===== config.mk =====
export PLATFORM = sky130hd
export DESIGN_NAME = rf_wb_arbiter
export DESIGN_NICKNAME = d
export VERILOG_FILES = /design/src/rtl/rf_wb_arbiter.sv
export SDC_FILE = /design/constraint.sdc
export NUM_CORES = 1
export LEC_CHECK = 0
export CAP_MARGIN = 5
export CORE_ASPECT_RATIO = 1.2
export CORE_MARGIN = 2
export CORE_UTILIZATION = 42
export CTS_BUF_LIST = sky130_fd_sc_hd__clkbuf_4 sky130_fd_sc_hd__clkbuf_8 sky130_fd_sc_hd__clkbuf_16
export DETAILED_ROUTE_END_ITERATION = 16
export DONT_BUFFER_PORTS = 1
export PLACE_DENSITY = 0.62
export SLEW_MARGIN = 10
export SYNTH_ARGS = -nofsm -noshare
export SYNTH_HDL_FRONTEND = slang
export SYNTH_SLANG_ARGS = --single-unit

===== constraint.sdc =====
create_clock -name clk -period 3.8 [get_ports clk]
set_clock_uncertainty 0.2 [all_clocks]
set_input_delay 1.14 -clock clk [delete_from_list [all_inputs] [get_ports clk]]
set_output_delay 1.14 -clock clk [all_outputs]
set_load 0.01 [all_outputs]

===== src/rtl/rf_wb_arbiter.sv =====
// Two-requester write-back arbiter sharing one register-file write port.
// Each requester has a small FIFO; a round-robin pick feeds a registered write stage.

module rf_wb_fifo #(
  parameter int DEPTH = 2
) (
  input  logic        clk,
  input  logic        rst_n,
  input  logic        push,
  input  logic [4:0]  push_addr,
  input  logic [31:0] push_data,
  input  logic        pop,
  output logic        ready,
  output logic        nonempty,
  output logic [4:0]  head_addr,
  output logic [31:0] head_data,
  output logic [31:0] pend
);
  localparam int AW = $clog2(DEPTH);
  localparam int CW = AW + 1;

  logic [AW-1:0] wr_ptr;
  logic [AW-1:0] rd_ptr;
  logic [CW-1:0] count;
  logic [AW-1:0] offset;
  logic [4:0]    mem_addr [DEPTH];
  logic [31:0]   mem_data [DEPTH];
  logic          do_push;
  logic          do_pop;

  // A full FIFO refuses a push even when it pops on the same edge.
  assign ready     = (count != CW'(DEPTH));
  assign nonempty  = (count != '0);
  assign do_push   = push && ready;
  assign do_pop    = pop && nonempty;
  assign head_addr = mem_addr[rd_ptr];
  assign head_data = mem_data[rd_ptr];

  // NOTE: sequential state uses non-blocking assignments so every register
  // samples pre-edge values regardless of block ordering.
  always_ff @(posedge clk or negedge rst_n) begin
    if (!rst_n) begin
      wr_ptr <= '0;
      rd_ptr <= '0;
      count  <= '0;
    end else begin
      if (do_push) wr_ptr <= wr_ptr + AW'(1);
      if (do_pop)  rd_ptr <= rd_ptr + AW'(1);
      case ({do_push, do_pop})
        2'b10:   count <= count + CW'(1);
        2'b01:   count <= count - CW'(1);
        default: count <= count;
      endcase
    end
  end

  // NOTE: storage is not reset; clearing count/pointers already makes every
  // slot invalid, so stale contents can never be popped or flagged busy.
  always_ff @(posedge clk) begin
    if (do_push) begin
      mem_addr[wr_ptr] <= push_addr;
      mem_data[wr_ptr] <= push_data;
    end
  end

  // NOTE: every always_comb output gets a default first so no latch is inferred.
  always_comb begin
    pend   = '0;
    offset = '0;
    for (int j = 0; j < DEPTH; j++) begin
      offset = AW'(j) - rd_ptr;
      if (CW'(offset) < count) pend[mem_addr[j]] = 1'b1;
    end
  end
endmodule

module rf_wb_arbiter #(
  parameter int DEPTH        = 2,
  parameter bit ZERO_PROTECT = 1'b1
) (
  input  logic        clk,
  input  logic        rst_n,
  input  logic        a_valid,
  output logic        a_ready,
  input  logic [4:0]  a_addr,
  input  logic [31:0] a_data,
  input  logic        b_valid,
  output logic        b_ready,
  input  logic [4:0]  b_addr,
  input  logic [31:0] b_data,
  output logic        wr_en,
  output logic [4:0]  wr_addr,
  output logic [31:0] wr_data,
  output logic [31:0] busy
);
  typedef enum logic {GRANT_A = 1'b0, GRANT_B = 1'b1} grant_t;

  grant_t      last_grant;
  logic        a_nonempty, b_nonempty;
  logic        a_pop, b_pop;
  logic [4:0]  a_head_addr, b_head_addr;
  logic [31:0] a_head_data, b_head_data;
  logic [31:0] a_pend, b_pend;
  logic [4:0]  sel_addr;
  logic [31:0] sel_data;

  rf_wb_fifo #(.DEPTH(DEPTH)) u_fifo_a (
    .clk       (clk),
    .rst_n     (rst_n),
    .push      (a_valid),
    .push_addr (a_addr),
    .push_data (a_data),
    .pop       (a_pop),
    .ready     (a_ready),
    .nonempty  (a_nonempty),
    .head_addr (a_head_addr),
    .head_data (a_head_data),
    .pend      (a_pend)
  );

  rf_wb_fifo #(.DEPTH(DEPTH)) u_fifo_b (
    .clk       (clk),
    .rst_n     (rst_n),
    .push      (b_valid),
    .push_addr (b_addr),
    .push_data (b_data),
    .pop       (b_pop),
    .ready     (b_ready),
    .nonempty  (b_nonempty),
    .head_addr (b_head_addr),
    .head_data (b_head_data),
    .pend      (b_pend)
  );

  // On a conflict the requester that did not win last time goes first.
  assign a_pop    = a_nonempty && (!b_nonempty || last_grant == GRANT_B);
  assign b_pop    = b_nonempty && !a_pop;
  assign sel_addr = a_pop ? a_head_addr : b_head_addr;
  assign sel_data = a_pop ? a_head_data : b_head_data;

  always_ff @(posedge clk or negedge rst_n) begin
    if (!rst_n) begin
      last_grant <= GRANT_B;
    end else if (a_nonempty && b_nonempty) begin
      last_grant <= a_pop ? GRANT_A : GRANT_B;
    end
  end

  // Register-0 writes are drained like any other but never raise wr_en.
  always_ff @(posedge clk or negedge rst_n) begin
    if (!rst_n) begin
      wr_en   <= 1'b0;
      wr_addr <= '0;
      wr_data <= '0;
    end else if (a_pop || b_pop) begin
      wr_en   <= !(ZERO_PROTECT && sel_addr == 5'd0);
      wr_addr <= sel_addr;
      wr_data <= sel_data;
    end else begin
      wr_en   <= 1'b0;
    end
  end

  always_comb begin
    busy = a_pend | b_pend;
    if (wr_en) busy[wr_addr] = 1'b1;
    if (ZERO_PROTECT) busy[0] = 1'b0;
  end
endmodule


==> results of run 1 <==
[worst max-delay path, cell delays in order (launching register included)]
cell,delay (ns)
dfrtp_1,0.53
a21o_2,0.36
and3_1,0.32
nor2b_1,0.17
or4_1,0.55
[layer usage]
| metal | global-route usage [%] | up-vias |
|---|---|---|
| li1 | - | 2513 |
| met5 | 0 | - |
| met4 | 9.71 | 0 |
| met3 | 6.78 | 41 |
| met1 | 24.0 | 2768 |
| met2 | 39.0 | 175 |
[state kept, by name, indices dropped and copies added (netlist names)]
| signal | flops |
|---|---|
| u_fifo_a.mem_data | 64 |
| u_fifo_b.mem_data | 64 |
| wr_data | 32 |
| u_fifo_a.mem_addr | 10 |
| u_fifo_b.mem_addr | 10 |
| wr_addr | 5 |
| u_fifo_a.count | 2 |
| u_fifo_b.count | 2 |
| last_grant | 1 |
| u_fifo_a.rd_ptr | 1 |
| u_fifo_a.wr_ptr | 1 |
| u_fifo_b.rd_ptr | 1 |
| u_fifo_b.wr_ptr | 1 |
| wr_en | 1 |
[power groups by stage]
stage	Combinational (W)	Clock, W	Sequential [W]
floorplan	0.00225	0	0.00338
global placement	0.00286	0	0.00361
detailed placement	0.00290	0	0.00364
CTS	0.00291	0.00181	0.00360
global route	0.00313	0.00189	0.00367
finish	0.00289	0.00177	0.00359
[synthesized netlist by cell type (3+ instances only)]
cell type / number
nand3b_1: 11
o22ai_1: 11
inv_1: 6
buf_4: 5
o21ai_1: 27
nand2b_1: 5
mux2_2: 12
and3_1: 6
mux2_1: 5
o21ai_0: 4
and3b_1: 8
a32oi_1: 3
mux2i_1: 72
nand4b_1: 3
o211ai_1: 15
or3b_1: 3
or3_1: 7
a22oi_1: 15
buf_1: 5
o22a_1: 5
nand3_1: 18
nor3_1: 9
nand2_1: 53
nor2_1: 24
xnor2_1: 9
edfxtp_1: 148
a221o_1: 7
buf_2: 10
o221ai_1: 28
nor2b_1: 12
dfrtp_1: 46
clkbuf_1: 25
nor3b_1: 10
[layout make-up]
cell class	count	area [um2]	area share [%]
Clock buffer	18	439	4.52
Inverter	7	26.3	0.270
Tap cell	270	338	3.47
Multi-Input combinational cell	407	2970	30.6
Timing Repair Buffer	18	160	1.65
Clock inverter	14	166	1.71
Sequential cell	195	5620	57.8
[layout by cell type (no fill, tap or decap), types with 8 or more instances in the layout]
cell type  count
clkbuf_16     17
nor2b_1       12
mux2i_1       72
o22ai_1       11
edfxtp_1     148
a22oi_1       15
o21ai_1       25
and3b_1        8
buf_4         16
nor2_1        22
nor3b_1       10
o211ai_1      15
o221ai_1      28
nand3b_1      11
dfrtp_1       44
xnor2_1        9
nand2_1       53
nand3_1       18
nor3_1         9
mux2_2        12
[cell families after synthesis]
logic type      after synthesis
fa+ha+maj                     2
mux                          89
compound gates              127
buf+inv                      54
flops                       195
xor+xnor                     11
other cells                   1
simple gates                177
[metrics by stage]
stage	hold slack [ns]	power [W]
final	0.204	0.00825
after global routing	0.180	0.00869
after CTS	0.190	0.00831
after detailed placement	0.326	0.00654
after global placement	0.322	0.00647
after floorplan	0.260	0.00563
[path summary, 6_finish.rpt]
path | from | endpoint | cells past startpoint
worst max-delay path | u_fifo_b.count[1]$_DFFE_PN0P_ | busy[31] | 4
worst min-delay path | rst_n | wr_addr[2]$_DFFE_PN0P_ | 0
worst max register to register | u_fifo_a.count[1]$_DFFE_PN0P_ | u_fifo_a.count[1]$_DFFE_PN0P_ | 7
worst min register to register | last_grant$_DFFE_PN1P_ | last_grant$_DFFE_PN1P_ | 1
max in group asynchronous | rst_n | last_grant$_DFFE_PN1P_ | 0
min in group clk | last_grant$_DFFE_PN1P_ | last_grant$_DFFE_PN1P_ | 1
==> metrics.cfg, run 1 <==
[run_status]
outcome=completed

[layout]
drive_above_1_share_pct=12.1
n_antenna_cell=0
fin_nets=726
fillers=1884
final_core_util_pct=46.9
stdcell_area_um2=9730
areaGrowthSynthToFinish_pct=10.4
final_cells=929

[synth]
syn_area_um2=8810
syn_avg_cell_area_um2=13.4
synth.area.mux_share_pct=10.4
synthAdderAreaFrac_pct=0.284
synth.area.top_cells=edfxtp_1, dfrtp_1, mux2i_1
ys_async_sr_fraction_pct=24.1
yosysTopAreaCell=edfxtp_1
yosysWarnings=0
ys_seq_area_share_pct=63.8
ys_seq_elements=195
yosys.area_share.simple_pct=10.9
netlist.area_leader.share_pct=50.5
synth_edf_count=148
synthCells=656
synth_nets=736
synth_top_family_by_area=simple AND/OR/NAND/NOR gates
yosys.area_share.xor_xnor_pct=1.09
ys_types=54
ys.flop_type=edfxtp_1
synth_compound_area_share_pct=10.7

[setup_path]
arrival_ns=2.34
startpoint_type=flop
reg2reg_slack_ns=1.25
end_kind=primary output
path_max_fanout=15
path_class=flop to primary output
cp.required_ns=2.46

[detailed_routing]
wl_met3_um=1750
wl_um=23800
dr.first_iter.drc_count=358
viasPerCell=5.92
drt_first_pass_iters=6
postRouteAntennaNets=0
wl_per_cell_um=25.6
dr_wl_met2_um=12600
vias=5497
wl_met1_um=8490
drc=0
top_layer=met4

[clocking]
cts_inserted_buffers=17
clock_latency_ns=0.42
post_cts_buffers=0
path_clk_slew_ns=0.08
cts_tree=done
postCtsHoldBufs=0
cts.repair.resized=0
cts_max_level=4
clockBufferDepth=2
ctsRootBufferMaster=clkbuf_16
numClockSinks=195

[pwr]
power_switching_w=0.00323
vdd_drop_max_uv=495
pwr-share-clk_pct=21.5
swShare_pct=39.1
p_int_w=0.00502
power_frac_comb_pct=35.0
leakagePower_nw=3.47
pwr-share-seq_pct=43.6
p_per_area_nw_per_um2=848

[global_route]
grt_pass1_wl_um=35700
grt_antenna_before_repair=0
grt.total_usage_pct=22.0
overflow=0
grt_pass1_vias=5801
grt_max_degree=48

[placed_design]
place_area_um2=9120
gp_congestion=0.949
numPortBuffers=0
place_ws_ns=0.523
place_hpwl_um=16900
placedCellCount=897

[run]
max_cap_viol_count=0

[floorplanning]
chipWidth_um=136
rows=58
coreArea_um2=20800
die_y_um=163
die_area_um2=22200
boundaryPins=150
start_util_pct=42.4

[timing]
hold_violations=0
timing.final.ws_setup_ns=0.117
slew_headroom_pct=47.4
max_freq_ghz=0.272
setup_violations=0
rsz0062_at_grt=false
drv_slew=0
worstMarginPinSlew_ns=0.783
final.setup.tns_ns=0
period_minus_slack_ns=3.68
post-route-period-util_pct=96.9

[hold_path]
min_path_type=primary input to async pin

Power figures use the tool's default switching activity.
==> run 2: changes to the inputs <==
REMOVE_ABC_BUFFERS = 1   (was not set)
==> metrics.cfg, run 2 (synthesis gave the netlist of run 1 again) <==
[timing]
period_minus_slack_ns=3.72  ; was 3.68 ns
post-route-period-util_pct=97.9  ; was 96.9%
rsz0062_at_grt=false  ; unchanged
max_freq_ghz=0.269  ; was 0.272 GHz
worstMarginPinSlew_ns=0.785  ; was 0.783 ns
slew_headroom_pct=47.7  ; was 47.4%
drv_slew=0  ; unchanged
timing.final.ws_setup_ns=0.0793  ; was 0.117 ns
hold_ws_ns=0.195  ; was 0.204 ns
hold_violations=0  ; unchanged
setup_violations=0  ; unchanged

[placed_design]
place_hpwl_um=15700  ; was 16900 um
place_ws_ns=0.481  ; was 0.523 ns
gp_congestion=0.927  ; was 0.949
numPortBuffers=0  ; unchanged

[clocking]
clock_latency_ns=0.43  ; was 0.42 ns
cts_inserted_buffers=17  ; unchanged
path_clk_slew_ns=0.08  ; about the same
numClockSinks=195  ; unchanged
clockBufferDepth=2  ; unchanged
cts_max_level=4  ; unchanged
cts_tree=done  ; unchanged
ctsRootBufferMaster=clkbuf_16  ; unchanged
post_cts_buffers=0  ; unchanged

[setup_path]
cp.required_ns=2.46  ; about the same
worstPathCellList=a21o_2 -> and3_1 -> nor2b_1 -> or4_1  ; unchanged
arrival_ns=2.38  ; was 2.34 ns
r2r_start=u_fifo_a.count[1]$_DFFE_PN0P_  ; unchanged
crit_start=u_fifo_b.count[1]$_DFFE_PN0P_  ; unchanged
critical-path-max-stage-delay_ns=0.55  ; about the same
path_max_fanout=15  ; unchanged
end_kind=primary output  ; unchanged
cp_slowest_cell=or4_1  ; unchanged
startpoint_type=flop  ; unchanged
path_class=flop to primary output  ; unchanged

[detailed_routing]
drt_first_pass_iters=5  ; was 6
viasPerCell=6.04  ; was 5.92
wl_um=22600  ; was 23800 um
dr.first_iter.drc_count=331  ; was 358
drc=0  ; unchanged
wl_per_cell_um=24.3  ; was 25.6 um
postRouteAntennaNets=0  ; unchanged
vias=5616  ; was 5497

[global_route]
grt.total_usage_pct=20.8  ; was 22.0%
grt_antenna_before_repair=0  ; unchanged
grt_pass1_vias=5856  ; was 5801
grt_max_degree=48  ; unchanged
overflow=0  ; unchanged
grt_pass1_wl_um=34300  ; was 35700 um

[layout]
n_antenna_cell=0  ; unchanged
layout_common_cells=edfxtp_1, mux2i_1, nand2_1  ; unchanged
reg_top3=u_fifo_a.mem_data: 64 flops, u_fifo_b.mem_data: 64 flops, wr_data: 32 flops  ; unchanged
fillers=1870  ; was 1884
drive_above_1_share_pct=12.3  ; was 12.1%
final_core_util_pct=47.1  ; was 46.9%
fin_nets=727  ; was 726
areaGrowthSynthToFinish_pct=10.9  ; was 10.4%
final_common_cell=edfxtp_1  ; unchanged

[floorplanning]
rows=58  ; unchanged
start_util_pct=42.4  ; unchanged
die_y_um=163  ; unchanged
chipWidth_um=136  ; unchanged
coreArea_um2=20800  ; unchanged
boundaryPins=150  ; unchanged
die_area_um2=22200  ; unchanged

[pwr]
power_frac_comb_pct=34.4  ; was 35.0%
vdd_drop_max_uv=415  ; was 495 uV
leakagePower_nw=3.49  ; was 3.47 nW
p_int_w=0.00513  ; was 0.00502 W
pwr-share-clk_pct=22.1  ; was 21.5%
power_switching_w=0.00320  ; was 0.00323 W
p_per_area_nw_per_um2=852  ; was 848 nW/um2
power_w=0.00833  ; was 0.00825 W
pwr-share-seq_pct=43.5  ; was 43.6%
swShare_pct=38.4  ; was 39.1%

[hold_path]
min_path_type=primary input to async pin  ; unchanged

[run]
max_cap_viol_count=0  ; unchanged

[run_status]
outcome=completed  ; unchanged

-- run 2: cell types whose count changed in the layout (fill, tap and decap cells not counted), sizes merged --
cell and change:
buf +1, clkinv -1, clkinvlp -1, bufinv +1, inv +1
-- run 2: power groups by stage --
stage | logic, W | clock network, W | registers, W
3_3_place_gp | 0.00283 | 0 | 0.00363
4_1_cts | 0.00289 | 0.00189 | 0.00362
5_1_grt | 0.00311 | 0.00197 | 0.00369
2_1_floorplan | 0.00188 | 0 | 0.00364
6_report | 0.00287 | 0.00184 | 0.00362
3_5_place_dp | 0.00289 | 0 | 0.00366
-- run 2: worst paths after layout --
path | end | slack [ns] | depth (start not counted)
min in group clk | last_grant$_DFFE_PN1P_ | 0.33 | 1
min | wr_data[2]$_DFFE_PN0P_ | 0.19 | 0
max | busy[31] | 0.08 | 4
max in group asynchronous | last_grant$_DFFE_PN1P_ | 2.98 | 0
min reg2reg | last_grant$_DFFE_PN1P_ | 0.33 | 1
max reg2reg | u_fifo_a.count[1]$_DFFE_PN0P_ | 1.24 | 8
-- run 2: cell type report --
class	instances	area [um2]	share of cell area, %
clock buffers	18	450	4.61
clock inverters	14	180	1.84
inverters	7	26.3	0.269
multi-input cells	407	2970	30.4
flip-flops and latches	195	5620	57.6
well taps	270	338	3.46
repair buffers	19	180	1.84
-- run 2: critical path, delay by kind of cell, from the launching register on --
kind / cells / cell delay [ns]
flip-flops: 1 / 0.53
AND/OR/NAND/NOR: 3 / 1.07
AO/OA/AOI/OAI: 1 / 0.36
-- run 2: what timing repair did --
action / CTS / global route
gates resized for setup: 0 / 1
hold buffers: 0 / 0
endpoints found under the setup margin: 0 / 2
-- run 2: through the flow --
step / cells / TNS [ns] / instance area [um2]
2_1_floorplan: 609 / -2.15 / 8590
3_3_place_gp: 898 / 0 / 9140
3_5_place_dp: 898 / 0 / 9140
4_1_cts: 930 / 0 / 9770
5_1_grt: 930 / 0 / 9770
6_report: 930 / 0 / 9770
-- run 2: routing by layer --
metal | part of all wire [%] | vias up | GRT usage [%]
met5 | 0 | - | 0
met3 | 8.8 | 70 | 7.69
met1 | 37 | 2764 | 22.7
met2 | 50 | 262 | 36.3
met4 | 3.9 | 0 | 8.48
li1 | - | 2520 | -
